$ cat src/rtl/ir_pkg.sv
// Shared types and constants for the IR link scheduler: FSM states,
// NEC burst field positions and default frame timing.
package ir_pkg;

    typedef enum logic [2:0] {
        ST_IDLE   = 3'd0,
        ST_SENSE  = 3'd1,
        ST_LAUNCH = 3'd2,
        ST_TX     = 3'd3,
        ST_GAP    = 3'd4
    } state_t;

    // NEC burst layout: addr, ~addr, cmd, ~cmd from MSB down.
    localparam int ADDR_HI  = 31;
    localparam int NADDR_HI = 23;
    localparam int CMD_HI   = 15;
    localparam int NCMD_HI  = 7;

    localparam int DEF_FRAME_CYCLES = 6_750_000;
    localparam int DEF_GAP_CYCLES   = 4_000_000;
    localparam int DEF_QUIET_CYCLES = 1_000_000;

endpackage

$ cat src/rtl/synchronizer.sv
// Multi-flop synchronizer for a single asynchronous input bit.
module synchronizer #(
    parameter int   SYNC_STAGES = 2,
    parameter logic RESET_VAL   = 1'b0
) (
    input  logic clk,
    input  logic rst_n,
    input  logic d,
    output logic q
);

    logic [SYNC_STAGES-1:0] stages;

    always_ff @(posedge clk or negedge rst_n) begin
        if (!rst_n) begin
            stages <= {SYNC_STAGES{RESET_VAL}};
        end else begin
            stages <= {stages[SYNC_STAGES-2:0], d};
        end
    end

    assign q = stages[SYNC_STAGES-1];

endmodule

$ cat src/rtl/ir_link_sched.sv
// Half-duplex IR link scheduler: round-robin arbitration of NEC transmit
// requests with carrier sense, frame/gap timing and rx burst validation.
module ir_link_sched
    import ir_pkg::*;
#(
    parameter int NREQ         = 4,
    parameter int FRAME_CYCLES = DEF_FRAME_CYCLES,
    parameter int GAP_CYCLES   = DEF_GAP_CYCLES,
    parameter int QUIET_CYCLES = DEF_QUIET_CYCLES
) (
    input  logic              clk,
    input  logic              rst_n,
    input  logic [NREQ-1:0]   req,
    input  logic [8*NREQ-1:0] req_addr,
    input  logic [8*NREQ-1:0] req_cmd,
    output logic [NREQ-1:0]   gnt,
    output logic [NREQ-1:0]   done,
    output logic [7:0]        tx_addr,
    output logic [7:0]        tx_cmd,
    output logic              tx_send,
    input  logic              rx_line,
    input  logic              rx_ready,
    input  logic [31:0]       rx_burst,
    output logic              rx_valid,
    output logic [7:0]        rx_addr,
    output logic [7:0]        rx_cmd,
    output logic              rx_err,
    output logic              busy
);

    localparam int PW   = (NREQ > 1) ? $clog2(NREQ) : 1;
    localparam int QW   = $clog2(QUIET_CYCLES + 1);
    localparam int FMAX = (FRAME_CYCLES > GAP_CYCLES) ? FRAME_CYCLES : GAP_CYCLES;
    localparam int FW   = $clog2(FMAX + 1);

    localparam logic [QW-1:0] QUIET_TERM = QW'(QUIET_CYCLES);
    localparam logic [FW-1:0] FRAME_LAST = FW'(FRAME_CYCLES - 1);
    localparam logic [FW-1:0] GAP_LAST   = FW'(GAP_CYCLES - 1);

    state_t          state;
    state_t          state_next;
    logic [PW-1:0]   rr_ptr;
    logic [PW-1:0]   winner;
    logic [PW-1:0]   pick;
    logic [NREQ-1:0] win_onehot;
    logic [QW-1:0]   quiet_cnt;
    logic            quiet;
    logic [FW-1:0]   frame_cnt;
    logic            line_sync;
    logic            rx_accept;
    logic            rx_good;

    // First asserted request at or after ptr, wrapping around.
    function automatic logic [PW-1:0] rr_pick(input logic [NREQ-1:0] r,
                                              input logic [PW-1:0]   ptr);
        logic [PW-1:0] sel;
        logic [PW-1:0] idx;
        logic          hit;
        sel = ptr;
        hit = 1'b0;
        for (int i = 0; i < NREQ; i++) begin
            idx = PW'((int'(ptr) + i) % NREQ);
            if (!hit && r[idx]) begin
                sel = idx;
                hit = 1'b1;
            end
        end
        return sel;
    endfunction

    synchronizer #(
        .SYNC_STAGES(2),
        .RESET_VAL  (1'b1)
    ) u_rx_sync (
        .clk  (clk),
        .rst_n(rst_n),
        .d    (rx_line),
        .q    (line_sync)
    );

    // Our own transmission echoes onto the receiver, so never count quiet while talking.
    always_ff @(posedge clk or negedge rst_n) begin
        if (!rst_n) begin
            quiet_cnt <= '0;
        end else if (!line_sync || state == ST_LAUNCH || state == ST_TX || state == ST_GAP) begin
            quiet_cnt <= '0;
        end else if (quiet_cnt != QUIET_TERM) begin
            quiet_cnt <= quiet_cnt + 1'b1;
        end
    end

    assign quiet = (quiet_cnt == QUIET_TERM);
    assign pick  = rr_pick(req, rr_ptr);

    always_comb begin
        state_next = state;
        case (state)
            ST_IDLE:   if (|req) state_next = ST_SENSE;
            ST_SENSE: begin
                if (!(|req))    state_next = ST_IDLE;
                else if (quiet) state_next = ST_LAUNCH;
            end
            ST_LAUNCH: state_next = ST_TX;
            ST_TX:     if (frame_cnt == FRAME_LAST) state_next = ST_GAP;
            ST_GAP:    if (frame_cnt == GAP_LAST) state_next = ST_IDLE;
            default:   state_next = ST_IDLE;
        endcase
    end

    always_ff @(posedge clk or negedge rst_n) begin
        if (!rst_n) begin
            state <= ST_IDLE;
        end else begin
            state <= state_next;
        end
    end

    // Winner and tx bytes latch on entry to LAUNCH so they are valid with tx_send.
    always_ff @(posedge clk or negedge rst_n) begin
        if (!rst_n) begin
            winner    <= '0;
            rr_ptr    <= '0;
            tx_addr   <= '0;
            tx_cmd    <= '0;
            frame_cnt <= '0;
        end else begin
            case (state)
                ST_SENSE: begin
                    if (state_next == ST_LAUNCH) begin
                        winner  <= pick;
                        tx_addr <= req_addr[{pick, 3'b000} +: 8];
                        tx_cmd  <= req_cmd[{pick, 3'b000} +: 8];
                    end
                end
                ST_LAUNCH: begin
                    frame_cnt <= '0;
                    rr_ptr    <= (winner == PW'(NREQ - 1)) ? '0 : winner + 1'b1;
                end
                ST_TX: begin
                    frame_cnt <= (frame_cnt == FRAME_LAST) ? '0 : frame_cnt + 1'b1;
                end
                ST_GAP: begin
                    frame_cnt <= (frame_cnt == GAP_LAST) ? '0 : frame_cnt + 1'b1;
                end
                default: ;
            endcase
        end
    end

    always_comb begin
        win_onehot         = '0;
        win_onehot[winner] = 1'b1;
    end

    assign tx_send = (state == ST_LAUNCH);
    assign gnt     = (state == ST_LAUNCH) ? win_onehot : '0;
    assign done    = (state == ST_GAP && frame_cnt == GAP_LAST) ? win_onehot : '0;
    assign busy    = (state != ST_IDLE);

    assign rx_accept = rx_ready && (state == ST_IDLE || state == ST_SENSE);
    assign rx_good   = (rx_burst[ADDR_HI -: 8] == ~rx_burst[NADDR_HI -: 8]) &&
                       (rx_burst[CMD_HI -: 8]  == ~rx_burst[NCMD_HI -: 8]);

    always_ff @(posedge clk or negedge rst_n) begin
        if (!rst_n) begin
            rx_valid <= 1'b0;
            rx_err   <= 1'b0;
            rx_addr  <= '0;
            rx_cmd   <= '0;
        end else begin
            rx_valid <= rx_accept && rx_good;
            rx_err   <= rx_accept && !rx_good;
            if (rx_accept && rx_good) begin
                rx_addr <= rx_burst[ADDR_HI -: 8];
                rx_cmd  <= rx_burst[CMD_HI -: 8];
            end
        end
    end

endmodule

$ cat config.mk
export PLATFORM = sky130hd
export DESIGN_NAME = ir_link_sched
export DESIGN_NICKNAME = d
export VERILOG_FILES = /design/src/rtl/ir_pkg.sv /design/src/rtl/synchronizer.sv /design/src/rtl/ir_link_sched.sv
export SDC_FILE = /design/constraint.sdc
export NUM_CORES = 1
export LEC_CHECK = 0
export CAP_MARGIN = 40
export CORE_UTILIZATION = 47
export DETAILED_ROUTE_END_ITERATION = 12
export PLACE_DENSITY = 0.78
export SETUP_SLACK_MARGIN = 0.1
export SYNTH_ARGS = -nofsm -noshare
export SYNTH_HDL_FRONTEND = slang
export SYNTH_HIERARCHICAL = 1
export SYNTH_SLANG_ARGS = --single-unit
$ cat constraint.sdc
create_clock -name clk -period 3.65 [get_ports clk]
set_input_delay 1.095 -clock clk [delete_from_list [all_inputs] [get_ports clk]]
set_output_delay 1.095 -clock clk [all_outputs]
set_load 0.01 [all_outputs]
==> results_dict.tcl <==
set metrics [dict create \
    cts_tree "built" \
    drt-pass1-iter-count 4 \
    num_antenna_cells 0 \
    final_nets 765 \
    layoutNonFillerInstCount 792 \
    cts.sinks 86 \
    cpPeakStageDelay_ns 0.56 \
    yosysMostFrequentCell "dfrtp_1" \
    avgSynthCellArea_sq_um 9.64 \
    numCtsBuffers 9 \
    ys_types 47 \
    syn_nets 616 \
    path_cells "nand4_1 > or4b_4 > nor4_4 > buf_4 > and2_1 > dlygate4sd2_1" \
    yosysWarningCount 6 \
    swShare_pct 23.5 \
    finalSetupViolCount 0 \
    grt_util_met2_pct 43.7 \
    area_growth_syn_to_layout_pct 39.6 \
    path_class "reg2out" \
    synth_area_leaders "dfrtp_1 43%, mux2_2 7.9%, mux2i_1 6.6%, xor2_1 5.2%, nand2_1 4.3%" \
    end_kind "primary output" \
    core-area_sq_um 9910 \
    whs_path_depth 0 \
    clk-insertion-delay-late_ns 0.36 \
    async_reset_ff_share_pct 100 \
    overflow 0 \
    vias_per_cell 5.43 \
    max-cap-violations 0 \
    antenna_left 0 \
    syn_inst 505 \
    outcome "complete, no violations" \
    report.final.hold_viol_count 0 \
    rsz0062_at_grt "false" \
    clk_path_buf_depth 2 \
    yosysTopAreaCellShare_pct 43.2 \
    io_pins 148 \
    required_ns 2.55 \
    worstRegToRegCells 7 \
    grt_use_total_pct 24.7 \
    finalCritPeriodShare_pct 92.4 \
    vias 4304 \
    gp_congestion 0.843 \
    syn_area_sq_um 4870 \
    drc_errors 0 \
    fin_crit_ns 3.37 \
    port_buffers 147 \
    initial_utilization_pct 49.1 \
    ys_ff_latch 86 \
    min_path_type "reg2reg" \
    wl_per_cell_um 16.2 \
    setup-tns-final_ns 0 \
    die_w_um 104 \
    place_inst 772 \
    slew_headroom_pct 42.5 \
    p_sw_mw 0.501 \
    cellPowerDensity_nw_per_um2 314 \
    grt_pass1_wl_um 21300 \
    cp_max_fo 4 \
    hold_slack_ns 0.361 \
    crit_arrival_ns 2.28 \
    clk_pin_slew_ns 0.09 \
    root_buffer "clkbuf_8" \
    routed_wl_um 12800 \
    dp_hpwl_um 9600 \
    max_freq_ghz 0.297 \
    die_area_sq_um 10800 \
    antenna_found_initial 0 \
    met1_usage_pct 29.8 \
    ys_seq_area_share_pct 44.3 \
    grt_pass1_vias 4281 \
    combPwrFrac_pct 14.5 \
    finalClockSkew_ns 0.0135 \
    grt_max_degree 66 \
    drive_gt1_share_pct 10.9 \
    rows 36 \
    synth_edf_count 0 \
    drt_iter0_drc 278 \
    die_height_um 104 \
    pwr-share-clk_pct 39.2 \
    busiest_layer "met2" \
    start_kind "register" \
    p_seq_share_pct 46.4 \
    power.leakage_nw 3.07 \
    tightest_slew_ns 0.856 \
    synth_common_cells "84 x dfrtp_1, 56 x nand2_1, 45 x nor2_1" \
    htree_num_levels 3 \
    critPathSlowestCell "or4b_4" \
    drv_slew 0 \
    use_met3_pct 5.10 \
    yosys.area.top_type "dfrtp_1" \
    ir_worst_vdd_mv 0.153 \
    synth_ff_type "dfrtp_1" \
    p_int_mw 1.63 \
]
[cell type report]
class	instances	area (sq um)
Clock buffer	9	124
Timing Repair Buffer	159	1590
Fill cell	776	3120
Tap cell	133	166
Sequential cell	86	2150
Inverter	15	56.3
Multi-Input combinational cell	383	2580
Clock inverter	7	128
[power by group through the flow]
stage               combinational, mW  sequential, mW  clock, mW
CTS                             0.313           0.990      0.851
global placement                0.302            1.01          0
global route                    0.332           0.994      0.886
floorplan                      0.0929            1.02          0
finish                          0.309           0.990      0.836
detailed placement              0.311            1.01          0
[final timing paths]
path / from / endpoint / slack (ns)
max reg2reg: frame_cnt[19]$_DFFE_PN0P_ / frame_cnt[18]$_DFFE_PN0P_ / 0.78
min: u_rx_sync/stages[0]$_DFF_PN1_ / u_rx_sync/stages[1]$_DFF_PN1_ / 0.36
min in group asynchronous: rst_n / frame_cnt[11]$_DFFE_PN0P_ / 0.62
max in group asynchronous: rst_n / u_rx_sync/stages[0]$_DFF_PN1_ / 2.39
max: frame_cnt[18]$_DFFE_PN0P_ / done[0] / 0.28
min reg2reg: u_rx_sync/stages[0]$_DFF_PN1_ / u_rx_sync/stages[1]$_DFF_PN1_ / 0.36
[through the flow]
stage               total power [mW]  setup WS (ns)  utilization, %  instance area, sq um
global placement                1.31          0.257            65.3                  6470
finish                          2.14          0.279            68.6                  6790
CTS                             2.15          0.257            68.6                  6790
global route                    2.21          0.172            68.6                  6790
floorplan                       1.11          0.935               -                  4870
detailed placement              1.32          0.251            65.6                  6500
[layer usage]
metal | wire length, um | up-vias | share of wire (%)
met5 | 0 | - | 0
met4 | 233 | 0 | 1.8
met3 | 734 | 19 | 5.7
met2 | 6540 | 138 | 51
met1 | 5330 | 2044 | 42
li1 | - | 2103 | -
[placed cells by master, fill, tap and decap left out, drive strengths merged, types with 17 or more instances in the layout]
master / n
dfrtp: 84
inv: 17
clkdlybuf4s50: 142
nand2: 56
mux2i: 32
a21oi: 20
nor2: 45
nand4: 17
mux2: 34
o21ai: 35
nand3: 18
xor2: 29
[worst max-delay path, delay by kind of cell, from the launching register on]
| family | cells | cell delay (ns) |
|---|---|---|
| AND/OR/NAND/NOR | 4 | 1.11 |
| buffers and inverters | 2 | 0.44 |
| flip-flops | 1 | 0.38 |
[logic make-up after synthesis]
family | after synthesis | synth area share [%]
multiplexers | 66 | 14.5
AO/OA/AOI/OAI | 82 | 10.1
AND/OR/NAND/NOR | 192 | 19.6
flip-flops | 86 | 44.3
buffers and inverters | 36 | 3.27
XOR/XNOR | 36 | 6.48
adder cells (fa/ha/maj) | 7 | 1.80
[repair_timing]
item | in CTS | in global routing
hold buffers | 0 | 0
buffers inserted | 4 | 0
endpoints found under the setup margin | 4 | 0
gates resized for setup | 6 | 0
[registers in the layout, indices dropped and copies added (netlist names)]
name and cells:
rx_cmd 8, tx_cmd 8, state 3, rr_ptr 2, frame_cnt 23, u_rx_sync/stages 2, quiet_cnt 20, tx_addr 8
winner 2, rx_err 1, rx_addr 8, rx_valid 1
Power figures use the tool's default switching activity.
